===== config.mk =====
export PLATFORM = sky130hd
export DESIGN_NAME = fetch_decode_buffer
export DESIGN_NICKNAME = d
export VERILOG_FILES = /design/src/rtl/fetch_decode_buffer_pkg.sv /design/src/rtl/fetch_decode_buffer.sv
export SDC_FILE = /design/constraint.sdc
export NUM_CORES = 1
export LEC_CHECK = 0
export BUFFER_PORTS_ARGS = -buffer_cell sky130_fd_sc_hd__buf_2
export CAP_MARGIN = 10
export CORE_ASPECT_RATIO = 1.4
export CORE_MARGIN = 2
export CORE_UTILIZATION = 45
export DETAILED_ROUTE_END_ITERATION = 7
export PLACE_DENSITY = 0.78
export SYNTH_ARGS = -nofsm -noshare
export SYNTH_HDL_FRONTEND = slang
export SYNTH_SLANG_ARGS = --single-unit

===== constraint.sdc =====
create_clock -name clk_in -period 6.3 [get_ports clk_in]
set_input_delay 0.63 -clock clk_in [delete_from_list [all_inputs] [get_ports clk_in]]
set_output_delay 0.63 -clock clk_in [all_outputs]
set_load 0.1 [all_outputs]

===== src/rtl/fetch_decode_buffer_pkg.sv =====
// ============================================================================
// Module   : fetch_decode_buffer_pkg
// Brief    : Shared IF/ID constants for the fetch/decode boundary.
// Revision : 1.0
// ============================================================================
`default_nettype none

package fetch_decode_buffer_pkg;

  localparam int unsigned C_PC_DATA_WIDTH    = 20;
  localparam int unsigned C_INST_DATA_WIDTH  = 32;
  localparam int unsigned C_IFID_ENTRY_WIDTH = C_PC_DATA_WIDTH + C_INST_DATA_WIDTH;

  localparam logic [31:0] C_NOP_INSTRUCTION  = 32'h0000_0000;

  localparam logic [1:0]  C_COUNT_EMPTY      = 2'd0;
  localparam logic [1:0]  C_COUNT_FULL       = 2'd2;

endpackage : fetch_decode_buffer_pkg

`default_nettype wire


===== src/rtl/fetch_decode_buffer.sv =====
// ============================================================================
// Module   : fetch_decode_buffer
// Brief    : Two-entry elastic IF/ID buffer with flush; ready is registered-only.
// Revision : 1.0
// ============================================================================
`default_nettype none

module fetch_decode_buffer
  import fetch_decode_buffer_pkg::*;
#(
  parameter int unsigned                  PC_DATA_WIDTH   = C_PC_DATA_WIDTH,
  parameter int unsigned                  INST_DATA_WIDTH = C_INST_DATA_WIDTH,
  parameter logic [INST_DATA_WIDTH-1:0]   NOP_INSTRUCTION = C_NOP_INSTRUCTION
) (
  input  logic                       clk_in,
  input  logic                       rst_in,
  input  logic                       clk_en_in,
  input  logic                       flush_in,
  input  logic                       fetch_valid_in,
  input  logic [PC_DATA_WIDTH-1:0]   fetch_pc_in,
  input  logic [INST_DATA_WIDTH-1:0] fetch_inst_in,
  output logic                       fetch_ready_out,
  input  logic                       decode_ready_in,
  output logic                       decode_valid_out,
  output logic [PC_DATA_WIDTH-1:0]   decode_pc_out,
  output logic [INST_DATA_WIDTH-1:0] decode_inst_out,
  output logic [1:0]                 occupancy_out
);

  logic [PC_DATA_WIDTH-1:0]   r_pc   [0:1];
  logic [INST_DATA_WIDTH-1:0] r_inst [0:1];
  logic                       r_head;
  logic                       r_tail;
  logic [1:0]                 r_count;

  logic w_push;
  logic w_pop;

  always_comb begin
    fetch_ready_out  = (r_count != C_COUNT_FULL);
    decode_valid_out = (r_count != C_COUNT_EMPTY);
    occupancy_out    = r_count;
    w_push = clk_en_in & fetch_valid_in  & fetch_ready_out  & ~flush_in;
    w_pop  = clk_en_in & decode_valid_out & decode_ready_in & ~flush_in;
  end

  // Decode side reads registered storage only; empty shows a bubble.
  always_comb begin
    decode_pc_out   = '0;
    decode_inst_out = NOP_INSTRUCTION;
    if (decode_valid_out) begin
      decode_pc_out   = r_pc[r_head];
      decode_inst_out = r_inst[r_head];
    end
  end

  always_ff @(posedge clk_in) begin
    if (rst_in) begin
      r_head    <= 1'b0;
      r_tail    <= 1'b0;
      r_count   <= C_COUNT_EMPTY;
      r_pc[0]   <= '0;
      r_pc[1]   <= '0;
      r_inst[0] <= '0;
      r_inst[1] <= '0;
    end else if (clk_en_in) begin
      if (flush_in) begin
        r_head  <= 1'b0;
        r_tail  <= 1'b0;
        r_count <= C_COUNT_EMPTY;
      end else begin
        if (w_push) begin
          r_pc[r_tail]   <= fetch_pc_in;
          r_inst[r_tail] <= fetch_inst_in;
          r_tail         <= ~r_tail;
        end
        if (w_pop) begin
          r_head <= ~r_head;
        end
        case ({w_push, w_pop})
          2'b10:   r_count <= r_count + 2'd1;
          2'b01:   r_count <= r_count - 2'd1;
          default: r_count <= r_count;
        endcase
      end
    end
  end

endmodule : fetch_decode_buffer

`default_nettype wire


# --- Yosys cells after proc, flatten, opt, wreduce, memory -nomap -nowiden ---
# Memory sizes are Yosys's and may differ from the RTL's. A register that Yosys moved wholly into a read port is not among the register bits.
# Cells that the tools add are included.
totals:
  reg_bits: 4
  ram_bits: 104
  rom_bits: 0
  input_bits: 58
  n_memories: 2
  latchBits: 0
memory_table:
  columns: ["name", "words", "word_bits", "read_ports", "rd_clocked_by_memory_dff", "write_ports", "line", "text"]
  rows:
  - ["r_inst", 2, 32, 1, 1, 2, "fetch_decode_buffer.sv:31", "logic [INST_DATA_WIDTH-1:0] r_inst [0:1];"]
  - ["r_pc", 2, 20, 1, 1, 2, "fetch_decode_buffer.sv:30", "logic [PC_DATA_WIDTH-1:0] r_pc [0:1];"]
classes:
  n_eq_ne: 3
  bitwise_logic: 9
  n_mul: 0
  reduce_logical: 9
  div: 0
  n_addsub: 2
  shifts: 0
  n_mux: 25
  order_cmp: 0
ops:
  columns: ["cell", "count"]
  rows:
  - ["32-bit two-way mux", 2]
  - ["20-bit two-way mux", 2]
  - ["32-bit OR reduction", 1]
  - ["20-bit OR reduction", 1]
  - ["1-bit two-way mux", 19]
  - ["1-bit AND", 6]
  - ["2-bit AND reduction", 3]
  - ["2-bit nonzero test", 3]
  - ["2-bit one-hot mux with 2 select lines", 1]
  - ["1-bit inverter", 3]
  - ["3-bit nonzero test", 1]
  - ["2-bit by 1-bit adder with 2-bit output, second input constant", 1]
  - ["2-bit by 1-bit == test with 1-bit output, second input constant", 1]
  - ["2-bit == test, second input constant", 1]
  - ["2-bit two-way mux", 1]
  - ["2-bit != test, second input constant", 1]
  - ["2-bit by 1-bit subtractor with 2-bit output, second input constant", 1]

# --- Logic depth before layout (Yosys ltp) ---
logic_depth:
  word_depth: 10
  ltp_mapped: 6
  ltp_nobuf: 3

# --- Worst setup path before layout ---
# Ideal clock, no wire load.
synth_path:
  path_kind: "reg-to-reg"
  start: "register r_count[0], in the netlist occupancy_out[0]"
  end: "memory r_inst[0][0] (netlist bit), enable pin"
  t_arrival_ns: 4.850
  slack_ns: 0.977
  period_less_slack_ns: 5.323
  path_buffers: 1
  setup_time_ns: 0.472
  stages_incl_launch_ff: 5
  path_cell_list: "dfxtp_1 -> nand2b_1 -> nand4b_2 -> buf_2 -> o21bai_1"
synth_lines:
  columns: ["item", "line", "text"]
  rows:
  - ["from (decl)", "fetch_decode_buffer.sv:34", "logic [1:0] r_count;"]
  - ["from (signal assigned)", "fetch_decode_buffer.sv:81", "2'b10: r_count <= r_count + 2'd1;"]
  - ["from (signal assigned)", "fetch_decode_buffer.sv:82", "2'b01: r_count <= r_count - 2'd1;"]
  - ["from (signal assigned)", "fetch_decode_buffer.sv:83", "default: r_count <= r_count;"]
  - ["to (decl)", "fetch_decode_buffer.sv:31", null]

==> impl_results.md <==
- Status: complete, no violations
- Global-route wire length before repair: 17450 µm
- Worst-path fanout max: 58
- Register area share after synthesis: 61.06%
- Synth Warn #: 0
- Mapped cell area: 5279 µm²
- Fin worst setup slack: 2944 ps
- CTS buffer count: 9
- TNS Setup: 0 ps
- H-tree levels: 3
- R2R setup slack: 2940 ps
- Worst hold path class: input pin to flip-flop
- Arr. time, crit path: 3330 ps
- Critical Path End: r_inst[1][31]$_SDFFCE_PN0P_
- P per Cell Area: 264.2 nW/µm²
- Syn Nets: 497
- Global Route Usage Sum: 18.04%
- Routed len/inst: 16.09 µm
- Post-synth EDFFs: 104
- I/O pin count: 114
- Diodes inserted: 0
- Row count: 46
- Worst slew pin tran: 1100 ps
- Residual DRC: 0
- Setup Viol. Count Final: 0
- Total instance count after detailed placement: 663
- Relative slew slack: 26.59%
- Layout net count: 589
- CTS tree: yes
- Clock tree buffer depth: 2
- Grt ovf: 0
- Worst vdd ir: 0.1417 mV
- Dpl ws: 2778 ps
- Die area: 12630 µm²
- DP Area: 5909 µm²
- Fin crit share: 53.27%
- Max-cap violation count: 0
- Skew-Pair Late Insertion Delay: 340 ps
- Placeable Area: 11400 µm²
- Port bufs: 113
- Leakage: 2.494 nW
- Number of global-route vias before repair: 3652
- Fin. Hold Viols: 0
- Reg2reg end: r_inst[1][31]$_SDFFCE_PN0P_
- Syn_area_per_cell: 12.02 µm²
- Most used cell along the critical path: buf_4
- Filler instances: 972
- Share of layout cells above drive strength 1: 33.77%
- Reg clk slew, reported paths: 60 ps
- Vias post-DR: 3500
- HPWL after detailed placement: 7145 µm
- Clk sinks: 109
- Initial antenna violation count: 0
- Post-synthesis async set-or-reset flop share: 0%
- Initial core utilization: 46.32%
- Die Height: 132.2 µm
- Power, Total: 1.643 mW
- Max Slew Vio Count: 0
- Critical path origin: occupancy_out[0]$_SDFFE_PP0P_
- Reg2reg path depth: 5
- Root buf cell: clkbuf_16
- Crit-path cells: nand2b_1, nand4b_4, buf_4, o21bai_4, buf_4
- Vias/cell: 5.147
- Mapped Cells: 439
- Fin cells: 680
- Crit path capture type: flip-flop
- Slowest stage delay, CP: 690 ps
- CTS Hold Bufs: 0
- Number of post-CTS setup repair buffers: 0
- Reg2reg start: occupancy_out[0]$_SDFFE_PP0P_
- Critical Path RT: 6270 ps
- Pre-antenna DRT Iters: 4
- Routed WL: 10940 µm
- Crit Path Category: flip-flop to flip-flop
- #FFs+latches synth: 109
- # resized after CTS: 0
- Final Wtd Congestion: 0.7159
- Clk_skew: 4.664 ps
- RSZ-0062 raised after global routing: no
- Crit-path slowest cell: nand4b_4
- Fmax achieved: 298.0 MHz
- Initial DRC count: 210
- Predominant post-synthesis flop cell: edfxtp_1
- Synth unique cells: 34
- Pin count of the biggest net entering global routing: 59
- Chip width: 95.54 µm
- Tmin final: 3356 ps
- Routed Antenna Nets: 0
- Layout area overhead: 17.80%
- Critical path launch point type: flip-flop
- Final instance area: 6218 µm²
-- flip-flops by register name, indices dropped and copies added (netlist names), named ones only --
name and flops:
occupancy_out 2, r_inst 64, r_head 1, r_tail 1
r_pc 40
-- worst min-delay path by stage --
| stage | startpoint | to | cells past startpoint |
|---|---|---|---|
| global placement | r_head$_SDFFE_PP0P_ | flip-flop | 2 |
| global route | clk_en_in | occupancy_out[1]$_SDFFE_PP0P_ | 2 |
| CTS | flush_in | occupancy_out[0]$_SDFFE_PP0P_ | 2 |
| floorplan | r_head$_SDFFE_PP0P_ | flip-flop | 2 |
| finish | clk_en_in | occupancy_out[1]$_SDFFE_PP0P_ | 2 |
| detailed placement | r_head$_SDFFE_PP0P_ | r_head$_SDFFE_PP0P_ | 2 |
-- power breakdown --
group,internal [mW],switching (mW)
logic,0.0544,0.214
registers,0.823,0.0155
clock network,0.302,0.235
-- per-layer routing --
layer	global-route usage (%)	share of wire (%)	wire length, µm	vias up
li1	-	-	-	1728
met1	20.15	39	4304	1663
met2	32.01	53	5841	89
met3	3.488	4.2	462	20
met4	8.730	3.0	331	0
met5	0	0	0	-
-- per-stage QoR --
stage / hold slack [ps] / utilization, %
detailed placement: 642.4 / 51.86
global route: 559.2 / 54.57
CTS: 541.4 / 54.33
finish: 556.3 / 54.57
floorplan: 572.0 / -
global placement: 609.0 / 51.86
-- worst max-delay path: cells and delay by family, from the launching register on --
family                 cells  cell delay, ps
buffers and inverters      2            1200
AOI/OAI and AO/OA          1             180
and+or+nand+nor            2             970
DFF                        1             560
-- final cells by class --
| cell class | instances | area [µm²] | share of cell area (%) |
|---|---|---|---|
| multi-input combinational | 239 | 1703 | 27.38 |
| timing repair buffer | 118 | 623.1 | 10.02 |
| tap | 144 | 180.2 | 2.897 |
| clock buffer | 9 | 225.2 | 3.622 |
| inverter | 54 | 202.7 | 3.260 |
| sequential | 109 | 3228 | 51.91 |
| clock inverter | 7 | 56.30 | 0.9054 |
-- kinds of logic after synthesis --
family	count (synthesis)	synth area share [%]
buffers and inverters	91	7.419
AO/OA/AOI/OAI	13	1.920
AND/OR/NAND/NOR	172	19.36
multiplexers	53	10.07
flip-flops	109	61.06
XOR/XNOR	1	0.1659
-- cell usage after synthesis (all sizes together), types with 2 or more instances --
cell type / number / share of area [%]
edfxtp: 104 / 59
nor3: 104 / 14
nor2: 56 / 4.0
inv: 54 / 3.8
mux2i: 52 / 9.9
buf: 20 / 2.4
clkbuf: 17 / 1.2
dfxtp: 5 / 1.9
nand2b: 3 / 0.36
a31oi: 2 / 0.24
nand3b: 2 / 0.28
nand4b: 2 / 0.45
nor2b: 2 / 0.24
o21bai: 2 / 0.28
-- cells in the final DEF (no fill, tap or decap), drive strengths merged, types with 3 or more instances in the layout --
cell    netlist  final
dfxtp         5      5
nor3        104    104
clkinv        0      6
edfxtp      104    104
buf          20    118
clkbuf       17      9
nand2b        3      3
mux2i        52     52
inv          54     54
nor2         56     56
Note: power is estimated with default switching activity, not from simulation.
